$ cat config.mk
export PLATFORM = sky130hd
export DESIGN_NAME = cnn_core_scheduler
export DESIGN_NICKNAME = d
export VERILOG_FILES = /design/src/rtl/cnn_core_scheduler.sv
export SDC_FILE = /design/constraint.sdc
export NUM_CORES = 1
export LEC_CHECK = 0
export ABC_CLOCK_PERIOD_IN_PS = 4300
export CORE_ASPECT_RATIO = 1.75
export CORE_MARGIN = 2
export CORE_UTILIZATION = 45
export DETAILED_ROUTE_END_ITERATION = 16
export DONT_BUFFER_PORTS = 1
export GPL_TIMING_DRIVEN = 0
export PLACE_DENSITY = 0.69
export REMOVE_ABC_BUFFERS = 1
export SYNTH_ARGS = -nofsm -noshare
export SYNTH_HDL_FRONTEND = slang
export SYNTH_SLANG_ARGS = --single-unit
$ cat constraint.sdc
create_clock -name clk -period 4.3 [get_ports clk]
set_input_delay 1.29 -clock clk [delete_from_list [all_inputs] [get_ports clk]]
set_output_delay 1.29 -clock clk [all_outputs]
set_load 0.01 [all_outputs]
$ cat src/rtl/cnn_core_scheduler.sv
`default_nettype none
// +----------------------------------------------------------------------------+
// | Module  : cnn_core_scheduler                                               |
// | Brief   : Job FIFO, round-robin dispatch to CNN cores, result return.      |
// | Revision: 1.0  initial release                                             |
// +----------------------------------------------------------------------------+
module cnn_core_scheduler #(
  parameter int NUM_CORES = 4,
  parameter int TAG_W     = 8,
  parameter int DATA_W    = 32,
  parameter int QDEPTH    = 4
) (
  input  logic                             clk,
  input  logic                             rst,
  input  logic                             job_valid,
  input  logic [TAG_W-1:0]                 job_tag,
  output logic                             job_ready,
  output logic [NUM_CORES-1:0]             core_enable,
  output logic [$clog2(NUM_CORES)-1:0]     disp_core,
  output logic [TAG_W-1:0]                 disp_tag,
  input  logic [NUM_CORES-1:0]             core_done,
  input  logic [NUM_CORES*DATA_W-1:0]      core_value,
  output logic                             res_valid,
  input  logic                             res_ready,
  output logic [TAG_W-1:0]                 res_tag,
  output logic [$clog2(NUM_CORES)-1:0]     res_core,
  output logic [DATA_W-1:0]                res_value,
  output logic                             busy,
  output logic                             err_spurious
);

  localparam int CORE_W = $clog2(NUM_CORES);
  localparam int QPTR_W = (QDEPTH > 1) ? $clog2(QDEPTH) : 1;
  localparam int CNT_W  = $clog2(QDEPTH + 1);

  typedef enum logic [1:0] {
    CORE_IDLE = 2'd0,
    CORE_RUN  = 2'd1,
    CORE_HOLD = 2'd2
  } core_state_e;

  logic [TAG_W-1:0]   qmem_q [QDEPTH];
  logic [TAG_W-1:0]   qmem_d [QDEPTH];
  logic [QPTR_W-1:0]  wr_ptr_q, wr_ptr_d;
  logic [QPTR_W-1:0]  rd_ptr_q, rd_ptr_d;
  logic [CNT_W-1:0]   count_q, count_d;
  logic               job_ready_q, job_ready_d;

  core_state_e        core_state_q [NUM_CORES];
  core_state_e        core_state_d [NUM_CORES];
  logic [TAG_W-1:0]   core_tag_q   [NUM_CORES];
  logic [TAG_W-1:0]   core_tag_d   [NUM_CORES];
  logic [DATA_W-1:0]  core_val_q   [NUM_CORES];
  logic [DATA_W-1:0]  core_val_d   [NUM_CORES];

  logic [CORE_W-1:0]  disp_rr_q, disp_rr_d;
  logic [CORE_W-1:0]  res_rr_q, res_rr_d;
  logic               res_valid_q, res_valid_d;
  logic [TAG_W-1:0]   res_tag_q, res_tag_d;
  logic [CORE_W-1:0]  res_core_q, res_core_d;
  logic [DATA_W-1:0]  res_value_q, res_value_d;
  logic               busy_q, busy_d;
  logic               err_spurious_q, err_spurious_d;

  logic [NUM_CORES-1:0] idle_mask, hold_mask;
  logic [CORE_W:0]      disp_pick, res_pick;
  logic                 do_disp, do_push, do_load, any_active;

  // Returns {found, index} of the first set mask bit at or after start, with wrap.
  function automatic logic [CORE_W:0] rr_pick(input logic [NUM_CORES-1:0] mask,
                                              input logic [CORE_W-1:0]    start);
    logic [CORE_W:0] r;
    int              idx;
    r = '0;
    for (int i = NUM_CORES - 1; i >= 0; i--) begin
      idx = int'(start) + i;
      if (idx >= NUM_CORES) idx = idx - NUM_CORES;
      if (mask[idx]) r = {1'b1, CORE_W'(idx)};
    end
    return r;
  endfunction

  function automatic logic [CORE_W-1:0] rr_next(input logic [CORE_W-1:0] c);
    if (int'(c) == NUM_CORES - 1) return '0;
    return c + CORE_W'(1);
  endfunction

  always_comb begin
    qmem_d         = qmem_q;
    wr_ptr_d       = wr_ptr_q;
    rd_ptr_d       = rd_ptr_q;
    core_state_d   = core_state_q;
    core_tag_d     = core_tag_q;
    core_val_d     = core_val_q;
    disp_rr_d      = disp_rr_q;
    res_rr_d       = res_rr_q;
    res_valid_d    = res_valid_q;
    res_tag_d      = res_tag_q;
    res_core_d     = res_core_q;
    res_value_d    = res_value_q;
    err_spurious_d = err_spurious_q;
    core_enable    = '0;
    disp_core      = '0;
    disp_tag       = '0;
    any_active     = 1'b0;

    for (int c = 0; c < NUM_CORES; c++) begin
      idle_mask[c] = (core_state_q[c] == CORE_IDLE);
      hold_mask[c] = (core_state_q[c] == CORE_HOLD);
    end

    // Dispatch is gated by rst so no start pulse escapes during a reset cycle.
    disp_pick = rr_pick(idle_mask, disp_rr_q);
    do_disp   = rst && (count_q != '0) && disp_pick[CORE_W];
    do_push   = job_valid && job_ready_q;

    if (do_push) begin
      qmem_d[wr_ptr_q] = job_tag;
      wr_ptr_d         = wr_ptr_q + QPTR_W'(1);
    end

    if (do_disp) begin
      core_enable[disp_pick[CORE_W-1:0]]  = 1'b1;
      disp_core                           = disp_pick[CORE_W-1:0];
      disp_tag                            = qmem_q[rd_ptr_q];
      rd_ptr_d                            = rd_ptr_q + QPTR_W'(1);
      core_state_d[disp_pick[CORE_W-1:0]] = CORE_RUN;
      core_tag_d[disp_pick[CORE_W-1:0]]   = qmem_q[rd_ptr_q];
      disp_rr_d                           = rr_next(disp_pick[CORE_W-1:0]);
    end

    count_d = count_q + CNT_W'(do_push) - CNT_W'(do_disp);

    for (int c = 0; c < NUM_CORES; c++) begin
      if (core_done[c]) begin
        if (core_state_q[c] == CORE_RUN) begin
          core_state_d[c] = CORE_HOLD;
          core_val_d[c]   = core_value[c*DATA_W +: DATA_W];
        end else begin
          err_spurious_d = 1'b1;
        end
      end
    end

    res_pick = rr_pick(hold_mask, res_rr_q);
    do_load  = !res_valid_q || res_ready;
    if (do_load) begin
      res_valid_d = res_pick[CORE_W];
      if (res_pick[CORE_W]) begin
        res_tag_d                          = core_tag_q[res_pick[CORE_W-1:0]];
        res_core_d                         = res_pick[CORE_W-1:0];
        res_value_d                        = core_val_q[res_pick[CORE_W-1:0]];
        core_state_d[res_pick[CORE_W-1:0]] = CORE_IDLE;
        res_rr_d                           = rr_next(res_pick[CORE_W-1:0]);
      end
    end

    job_ready_d = (count_d != CNT_W'(QDEPTH));
    for (int c = 0; c < NUM_CORES; c++) begin
      if (core_state_d[c] != CORE_IDLE) any_active = 1'b1;
    end
    busy_d = (count_d != '0) || any_active || res_valid_d;
  end

  always_ff @(posedge clk) begin
    if (!rst) begin
      for (int i = 0; i < QDEPTH; i++) qmem_q[i] <= '0;
      for (int c = 0; c < NUM_CORES; c++) begin
        core_state_q[c] <= CORE_IDLE;
        core_tag_q[c]   <= '0;
        core_val_q[c]   <= '0;
      end
      wr_ptr_q       <= '0;
      rd_ptr_q       <= '0;
      count_q        <= '0;
      job_ready_q    <= 1'b0;
      disp_rr_q      <= '0;
      res_rr_q       <= '0;
      res_valid_q    <= 1'b0;
      res_tag_q      <= '0;
      res_core_q     <= '0;
      res_value_q    <= '0;
      busy_q         <= 1'b0;
      err_spurious_q <= 1'b0;
    end else begin
      qmem_q         <= qmem_d;
      core_state_q   <= core_state_d;
      core_tag_q     <= core_tag_d;
      core_val_q     <= core_val_d;
      wr_ptr_q       <= wr_ptr_d;
      rd_ptr_q       <= rd_ptr_d;
      count_q        <= count_d;
      job_ready_q    <= job_ready_d;
      disp_rr_q      <= disp_rr_d;
      res_rr_q       <= res_rr_d;
      res_valid_q    <= res_valid_d;
      res_tag_q      <= res_tag_d;
      res_core_q     <= res_core_d;
      res_value_q    <= res_value_d;
      busy_q         <= busy_d;
      err_spurious_q <= err_spurious_d;
    end
  end

  assign job_ready    = job_ready_q;
  assign res_valid    = res_valid_q;
  assign res_tag      = res_tag_q;
  assign res_core     = res_core_q;
  assign res_value    = res_value_q;
  assign busy         = busy_q;
  assign err_spurious = err_spurious_q;

endmodule
`default_nettype wire

* After elaboration in Yosys (flattened, before gate mapping) *
Cells that the tools add are included.
W data, S select, Z words.

storage, ports and cells
  input port bits = 144
  word-level logic and storage cells = 216
  register bits = 257

cells by class
  eq/ne operators = 11
  $add $sub $neg = 20
  muxes and demuxes = 97
  bitwise logic cells = 9
  order comparisons = 25
  reduce and logical (&&, ||, !) cells = 26

operator list
  cell                   count
  $mux W32               10
  $lt A32 B4 Y1 const B  8
  $mux W8                10
  $bmux W32 S2           1
  $bwmux W32             2
  $mux W1                35
  $bmux W8 S2            2
  $demux W8 S2           2
  $ge A3 B3 Y1 const B   10
  $mux W2                15
  $mux W3                8
  $sub A3 B3 Y4 const B  6
  $bmux W1 S2            8
  $add A2 B2 Y3 const B  4
  $eq A2 B1 Y1 const B   6
  $not A2 Y3             4
  $reduce_and A2 Y1      5
  $lt A3 B1 Y1 const B   3
  $add A2 B1 Y2 const B  4
  $and A8 B8 Y8          1
  $demux W2 S2           2
  $eq A2 B2 Y1 const B   4
  $logic_not A2 Y1       4
  $not A8 Y8             1
  18 further kinds       33

* Longest topological paths before layout *
Gate-level depths: netlist (run 1).

  depth after elaboration = 30
  mapped depth = 15
  mapped depth without buffers = 12

* Worst setup path after synthesis (run 1) *
OpenSTA, ideal clock, no wires.

  path kind = input -> register
  start = input rst
  end = register busy_q (netlist: busy)
  stages = 14
  required time = 4.166 ns
  arrival = 3.679 ns
  path buffers = 2
  setup slack = 0.486 ns
  path through = o31a_1 -> o31a_1 -> buf_2 -> clkbuf_1 -> ha_1 -> inv_1 -> ha_1 -> inv_1 -> fa_1 -> nand2b_1 -> a21oi_1 -> nand4_1 -> a2111oi_0 -> a21boi_1

on the way
  cells in the longest elaborated chain, start to end = 15

ends and longest elaborated chain
  what                                line  source
  start: declaration                  14    input logic rst,
  $logic_and A1 B1 Y1 * (2 in a row)  114   do_disp = rst && (count_q != '0) && disp_pick[CORE_W];
  via do_disp                         67    logic do_disp, do_push, do_load, any_active;
  $mux W8                             122   if (do_disp) begin
  $mux W2                             136   if (core_state_q[c] == CORE_RUN) begin
  $mux W2                             135   if (core_done[c]) begin
  $and A8 B8 Y8 (no source line)      --
  $mux W8                             149   if (res_pick[CORE_W]) begin
  $mux W8                             147   if (do_load) begin
  $reduce_bool A2 Y1                  160   if (core_state_d[c] != CORE_IDLE) any_active = 1'b1;
  $mux W1 (4 in a row)                160
  $logic_or A1 B1 Y1 * (2 in a row)   162   busy_d = (count_d != '0) || any_active || res_valid_d;
  end signal: assignment              200   busy_q <= busy_d;
  end: declaration                    62    logic busy_q, busy_d;

The timed path passes the listed nets; every way through them passes the cells marked *.
A chain may end at the register's enable or synchronous reset.

* Worst setup path in the final report (run 1) *
  start = input rst
  end = output core_enable[3]

on the way
  cells in the longest elaborated chain, start to end = 3

ends and longest elaborated chain
  what                              line  source
  $logic_and A1 B1 Y1 (2 in a row)  114
  $mux W4                           122
  end: declaration                  18    output logic [NUM_CORES-1:0] core_enable,

No other way between the ends.

==> impl_metrics.csv, run 1 <==
group,metric,value,unit
status,outcome,"finished, final reports clean",
setup_path,ff2ff_setup_slack,1.00,ns
finish,final_net_count,1383,
drt,drtIter0Drc,353,
drt,detailroute.via_count,8563,
sta,finalWorstPathRequiredPeriod,4.148,ns
worst_hold_path,min_to,"core_tag_q[18]",
clock_network,cts_num_sinks,257,
power,power.share.switching,0.3179,
finish,drive_gt1_frac,0.09098,
finish,flow.area_growth_from_synthesis,9.310,%
drt,drcViolationCount,0,
drt,met3RoutedLength,1917,um
setup_path,regToRegStartpoint,"core_state_q[4]",
clock_network,post_cts_hold_buffer_count,0,
grt,groute.usage.overall,0.2204,
setup_path,crit-reg2reg-capture,"busy",
setup_path,crit_arrival,2.86,ns
grt,grt_overflow_total,0,
sta,worst_case_headroom_to_the_max_slew_limit,0.4018,
power,power.switching,1.983,mW
power,power.leakage,4.489,nW
die,start_util,0.4588,
flow_run,cap_violations,0,
power,powerDensity,503.0,nW/um^2
setup_path,required,3.01,ns
drt,ant_nets,0,
synthesis,synthCells,1273,
drt,vias_per_cell,5.510,
synthesis,yosysTopAreaCellShare,0.4536,
synthesis,synth_top_cell_by_area,"sky130_fd_sc_hd__dfxtp_1",
grt,grt_first_pass_wirelength,46290,um
place,pre_cts_slack,-0.2571,ns
drt,totalWireLength,29720,um
finish,insertedDiodeCount,0,
clock_network,insertion_delay,0.52,ns
power,irDropWorstVdd,0.3679,mV
grt,antenna_found_initial,0,
sta,timing.clock.skew,0.01023,ns
sta,final_min_period_over_clock_period,0.9646,
power,combPwrFrac,0.227,
sta,max_freq,0.2411,GHz
worst_hold_path,worst_hold_startpoint,"core_tag_q[18]",
drt,highest_layer,"met4",
die,placementRows,76,
synthesis,synth_flop_cell,"sky130_fd_sc_hd__dfxtp_1",
synthesis,synth_area,11340,um^2
die,io_pins,204,
power,pwr-share-seq,0.435,
clock_network,cts_tree,"yes",
power,power_frac_clock,0.338,
grt,grt_max_degree,219,
die,die_h,214.0,um
clock_network,clk_path_buf_depth,3,
clock_network,clk_pin_slew,0.06,ns
sta,total_of_endpoints_with_negative_setup_slack_in_the_final_report,0,
drt,wl_per_cell,19.13,um
synthesis,netlist_top_cells_area,"sky130_fd_sc_hd__dfxtp_1 (45%), sky130_fd_sc_hd__nand2_1 (14%), sky130_fd_sc_hd__a21boi_0 (12%), sky130_fd_sc_hd__mux2i_1 (7.1%), sky130_fd_sc_hd__o221ai_2 (4.2%)",
sta,unrepaired_setup_endpoints_after_global_routing,"no",
sta,setup_slack,0.1524,ns
place,port-buffer-count,0,
synthesis,synthArstFlopShare,0,
worst_hold_path,whs_path_depth,2,
sta,hold_viol_final,0,
drt,routedLengthMet1,11080,um
die,die_width,124.0,um
synthesis,synth_cell_type_count,54,
clock_network,cts_inserted_buffers,25,
drt,met2WireLength,15750,um
sta,finalMaxSlewViolations,0,
setup_path,worstSetupEndpointType,"primary output",
worst_hold_path,timing.hold.worst.class,"reg2reg",
synthesis,synth.top_cells.by_count,"sky130_fd_sc_hd__nand2_1 (417), sky130_fd_sc_hd__dfxtp_1 (257), sky130_fd_sc_hd__a21boi_0 (178)",
clock_network,postCtsSetupRepairBufs,0,
synthesis,count_of_synthesis_stage_warnings_from_yosys,0,
clock_network,ctsRootBufferMaster,"sky130_fd_sc_hd__clkbuf_16",
die,core_area,24720,um^2
setup_path,r2r_cells,12,
sta,max_slew.worst_pin.slew,0.8974,ns
power,p_int,4.254,mW
synthesis,synth_most_common_cell,"sky130_fd_sc_hd__nand2_1",
die,design.die.area,26540,um^2
sta,hold_slack,0.4537,ns
place,globalplace.congestion,0.7762,
grt,grt_pass1_vias,8812,
place,dpl.hpwl,19660,um
setup_path,crit_type,"in2out",
clock_network,cts-htree-levels,1,
finish,post_route_utilization,0.5015,
synthesis,number_of_enable_flip_flop_cells_after_synthesis,0,
setup_path,worst-path-max-fanout,218,
synthesis,synth.ff_latch_count,257,
synthesis,avgSynthCellArea,8.911,um^2
setup_path,timing.critical_path.from_type,"input pin",
drt,drt_first_pass_iters,5,
synthesis,synth_sequential_area_ratio,0.4536,
## sequential cells by signal (all words and copies together), names as in the netlist, 2 cells and up
name,cells
core_state_q,8
core_tag_q,32
core_val_q,128
count_q,3
disp_rr_q,2
qmem_q,32
rd_ptr_q,2
res_core,2
res_rr_q,2
res_tag,8
res_value,32
wr_ptr_q,2
## worst max path at each step
stage / start / end / slack [ns] / cells after the start
after CTS: core_state_q[4] / core_enable[0] / 0.05 / 6
after global placement: res_ready / res_tag[6] / -1.61 / 5
after floorplan: res_ready / res_tag[6] / 0.17 / 5
final: rst / core_enable[3] / 0.15 / 4
after global routing: rst / core_enable[2] / 0.06 / 4
after detailed placement: job_valid / busy / -0.26 / 12
## power by group through the flow
| stage | Clock [mW] | Sequential [mW] | Combinational [mW] |
|---|---|---|---|
| after floorplan | 0 | 2.73 | 0.960 |
| after CTS | 2.16 | 2.72 | 1.41 |
| after detailed placement | 0 | 2.77 | 1.41 |
| final | 2.11 | 2.71 | 1.41 |
| after global placement | 0 | 2.76 | 1.31 |
| after global routing | 2.25 | 2.74 | 1.57 |
## worst max-delay path, stage by stage
cell	delay (ns)
sky130_fd_sc_hd__o31a_1	0.25
sky130_fd_sc_hd__o31a_2	0.44
sky130_fd_sc_hd__nand2_1	0.44
sky130_fd_sc_hd__inv_2	0.37
## layer usage
metal | vias up | global-route usage
met3 | 54 | 0.04388
met5 | - | 0
met4 | 0 | 0.08614
li1 | 4210 | -
met2 | 213 | 0.4165
met1 | 4086 | 0.2312
## timing repair
item                                    CTS  global route
gates resized for setup                   1             3
hold endpoints to repair                  0             0
cloned                                    0             1
endpoints found under the setup margin    3             3
## layout by cell type (no fill, tap or decap), types with 2 or more instances in the layout
master,instances
sky130_fd_sc_hd__mux2i_1,81
sky130_fd_sc_hd__a211oi_1,2
sky130_fd_sc_hd__o22ai_1,2
sky130_fd_sc_hd__clkbuf_16,25
sky130_fd_sc_hd__o221ai_1,7
sky130_fd_sc_hd__o221ai_2,32
sky130_fd_sc_hd__nor3b_1,2
sky130_fd_sc_hd__a21oi_1,13
sky130_fd_sc_hd__o21ai_0,7
sky130_fd_sc_hd__mux4_2,8
sky130_fd_sc_hd__nand3_1,33
sky130_fd_sc_hd__nand2b_1,8
sky130_fd_sc_hd__inv_2,3
sky130_fd_sc_hd__clkinvlp_4,4
sky130_fd_sc_hd__clkbuf_8,6
sky130_fd_sc_hd__xor2_1,2
sky130_fd_sc_hd__clkbuf_1,8
sky130_fd_sc_hd__xnor2_1,3
sky130_fd_sc_hd__dfxtp_1,257
sky130_fd_sc_hd__a21boi_0,178
sky130_fd_sc_hd__ha_1,14
sky130_fd_sc_hd__inv_1,16
sky130_fd_sc_hd__nor2b_1,8
sky130_fd_sc_hd__nor2_4,4
sky130_fd_sc_hd__nor3_1,6
sky130_fd_sc_hd__buf_16,4
sky130_fd_sc_hd__nand2_1,416
sky130_fd_sc_hd__or2_2,6
sky130_fd_sc_hd__a21boi_1,19
sky130_fd_sc_hd__and2_1,13
sky130_fd_sc_hd__buf_12,6
sky130_fd_sc_hd__nor2_1,16
## metrics by stage
stage / total power [mW] / TNS, ns / cell area (um^2) / std cells
2_1_floorplan: 3.685 / 0 / 10900 / 1185
3_3_place_gp: 4.071 / -68.27 / 11290 / 1497
3_5_place_dp: 4.176 / -0.6304 / 11600 / 1508
4_1_cts: 6.286 / 0 / 12390 / 1553
5_1_grt: 6.561 / 0 / 12400 / 1554
6_report: 6.237 / 0 / 12400 / 1554
## area by class of cell
class,instances,area (um^2)
clock buffers,39,738.2
flip-flops and latches,257,5145
multi-input cells,907,5753
well taps,312,390.4
repair inverters,1,5.005
inverters,21,85.08
fillers,2333,12320
repair buffers,11,237.7
clock inverters,6,45.04
## cell families (layout without fill, tap and decap cells)
kind of cell,Yosys count,count (layout),share of synthesized area
simple gates,523,523,0.1887
buf+inv,109,78,0.04622
mux,89,89,0.08736
fa+ha+maj,15,15,0.01721
flops,257,257,0.4536
xor+xnor,5,5,0.003861
compound gates,275,275,0.2031
No activity file was read; power rests on OpenSTA's default activity.
==> inputs of run 2 (changes only) <==
--- a/config.mk
+++ b/config.mk
@@ -9,11 +9,13 @@
 export CORE_ASPECT_RATIO = 1.75
 export CORE_MARGIN = 2
 export CORE_UTILIZATION = 45
+export CTS_CLUSTER_SIZE = 30
 export DETAILED_ROUTE_END_ITERATION = 16
 export DONT_BUFFER_PORTS = 1
 export GPL_TIMING_DRIVEN = 0
 export PLACE_DENSITY = 0.69
 export REMOVE_ABC_BUFFERS = 1
+export SLEW_MARGIN = 30
 export SYNTH_ARGS = -nofsm -noshare
 export SYNTH_HDL_FRONTEND = slang
 export SYNTH_SLANG_ARGS = --single-unit
==> run 2 against run 1 <==
  * Wire length is essentially flat
  * Global-route usage is essentially flat
  * Clock skew grew 0.0016 ns
  * Die area is the same
  * Register-to-register slack is essentially flat
  * First-iteration DRC count grew 37%
  * Sequential share of layout area shrank 0.57 points
  * Flip-flop and latch count is the same
  * Critical endpoint unchanged
  * Largest cell class unchanged
  * Highest routed layer unchanged
==> impl_metrics.csv, run 2 (same netlist as run 1, synthesis figures left out) <==
group,metric,value,unit
setup_path,crit_arrival,2.84,ns
grt,grt_first_pass_wirelength,46460,um
sta,total_of_endpoints_with_negative_setup_slack_in_the_final_report,0,
drt,ant_nets,0,
drt,drtIter0Drc,482,
setup_path,max_stage_delay,0.45,ns
finish,final-seq-area,5145,um^2
grt,groute.usage.overall,0.2208,
grt,grt_max_degree,219,
setup_path,crit_cells,4,
setup_path,timing.critical_path.from_type,"input pin",
finish,top_register,"core_val_q",
sta,final_min_period_over_clock_period,0.9602,
setup_path,buffers_and_inverters_on_the_worst_path,1,
setup_path,setup.worst_path.end,"core_enable[3]",
setup_path,worst_path_max_delay_cell,"sky130_fd_sc_hd__o31a_2",
sta,hold_viol_final,0,
drt,vias_per_cell,5.528,
setup_path,worstSetupEndpointType,"primary output",
worst_hold_path,timing.hold.worst.class,"reg2reg",
sta,worst_case_headroom_to_the_max_slew_limit,0.4181,
setup_path,critical_path.cell_chain,"o31a_1 -> o31a_2 -> nand2_1 -> inv_2",
setup_path,ff2ff_setup_slack,0.99,ns
place,pre_cts_slack,-0.1981,ns
clock_network,insertion_delay,0.52,ns
drt,totalWireLength,29740,um
die,io_pins,204,
grt,grt_pass1_vias,8681,
die,placementRows,76,
power,powerDensity,502.9,nW/um^2
setup_path,crit_type,"in2out",
die,design.die.area,26540,um^2
drt,drt_first_pass_iters,5,
place,post_dp_cell_area,11790,um^2
finish,final_net_count,1389,
finish,finish.instance_area,12570,um^2
clock_network,clk_path_buf_depth,3,
clock_network,post_cts_hold_buffer_count,0,
grt,grt_overflow_total,0,
die,die_h,214.0,um
sta,timing.clock.skew,0.01183,ns
die,core_area,24720,um^2
flow_run,cap_violations,0,
finish,most_common_cell_after_layout_fill_and_taps_aside,"sky130_fd_sc_hd__nand2_1",
setup_path,crit-reg2reg-capture,"busy",
finish,area_of_the_multi_input_gates,5763,um^2
power,irDropWorstVdd,0.3285,mV
setup_path,regToRegStartpoint,"core_state_q[4]",
clock_network,cts_inserted_buffers,25,
drt,wl_per_cell,19.09,um
clock_network,cts_tree,"yes",
sta,finalMaxSlewViolations,0,
clock_network,ctsRootBufferMaster,"sky130_fd_sc_hd__clkbuf_16",
setup_path,cp-startpoint,"rst",
power,power.leakage,4.573,nW
finish,max_reg_flops,128,
power,post-layout-total-power,6.323,mW
drt,drcViolationCount,0,
clock_network,cts-htree-levels,1,
finish,final_cell_mix,"sky130_fd_sc_hd__nand2_1 (416), sky130_fd_sc_hd__dfxtp_1 (257), sky130_fd_sc_hd__a21boi_0 (178)",
place,dpl.hpwl,20520,um
setup_path,crit_family,"compound AO/OA/AOI/OAI gates",
grt,antenna_found_initial,1,
clock_network,clk_pin_slew,0.06,ns
finish,fill_cells,2298,
place,port-buffer-count,0,
finish,flow.area_growth_from_synthesis,10.83,%
finish,post_layout_nonfiller_instances,1558,
setup_path,worst-path-max-fanout,218,
sta,unrepaired_setup_endpoints_after_global_routing,"no",
sta,setup_slack,0.1713,ns
drt,detailroute.via_count,8612,
die,die_width,124.0,um
status,outcome,"finished, final reports clean",
sta,finalWorstPathRequiredPeriod,4.129,ns
clock_network,cts_num_sinks,257,
place,globalplace.congestion,0.7762,
sta,max_freq,0.2422,GHz
die,start_util,0.4588,
setup_path,r2r_cells,12,
clock_network,postCtsSetupRepairBufs,0,
setup_path,required,3.01,ns
finish,drive_gt1_frac,0.09157,
sta,max_slew.worst_pin.slew,0.8728,ns
place,dpl.cell_count,1514,
[run 2: cell types whose count changed in the layout (fill, tap and decap cells not counted), sizes merged]
cell,before,now
inv,21,20
clkinvlp,5,3
clkinv,2,0
diode,0,1
buf,11,17
clkbuf,39,40
bufinv,0,1
[run 2: how the worst min path moves through the flow]
| stage | depth (start not counted) | startpoint | slack (ns) | end |
|---|---|---|---|---|
| after CTS | 2 | core_tag_q[21] | 0.45 | core_tag_q[21] |
| after global placement | 2 | core_tag_q[5] | 0.44 | core_tag_q[5] |
| final | 2 | core_tag_q[22] | 0.45 | core_tag_q[22] |
| after detailed placement | 2 | core_tag_q[21] | 0.45 | core_tag_q[21] |
| after floorplan | 2 | core_tag_q[0] | 0.43 | core_tag_q[0] |
| after global routing | 2 | core_tag_q[18] | 0.47 | core_tag_q[18] |
[run 2: worst reg2reg max path: cells and delay by family (launching register included)]
family,cells,cell delay [ns]
adders and majority gates,3,0.97
DFF,1,0.48
AOI/OAI and AO/OA,5,1.43
and+or+nand+nor,2,0.17
buffers and inverters,2,0.10
[run 2: through the flow]
stage	setup TNS, ns	hold slack [ns]	util
after global routing	0	0.4694	0.5084
after floorplan	0	0.4344	-
after detailed placement	-0.5376	0.4461	0.4768
after CTS	0	0.4547	0.5079
after global placement	-68.27	0.4417	0.4567
final	0	0.4539	0.5085
[run 2: cell type report]
cell class | count | area share
diodes | 1 | 0.0001990
clock buffers | 40 | 0.05822
clock inverters | 2 | 0.002986
inverters | 21 | 0.006767
multi-input cells | 907 | 0.4584
flip-flops and latches | 257 | 0.4092
well taps | 312 | 0.03105
repair buffers | 17 | 0.03274
repair inverters | 1 | 0.0003981
[run 2: timing repair]
action	CTS	global route
gates resized for setup	1	3
endpoints found under the setup margin	3	3
cloned	0	1
[run 2: report_power, final]
group / switching, mW / total, mW / internal [mW]
clock: 0.898 / 2.11 / 1.22
sequential: 0.158 / 2.72 / 2.56
combinational: 0.921 / 1.49 / 0.570
total: 1.98 / 6.32 / 4.34
[run 2: metal layers]
| metal | GRT usage | wire, um |
|---|---|---|
| met1 | 0.2365 | 11170 |
| met2 | 0.4159 | 15650 |
| met3 | 0.04335 | 1995 |
| met5 | 0 | 0 |
| met4 | 0.07903 | 922 |
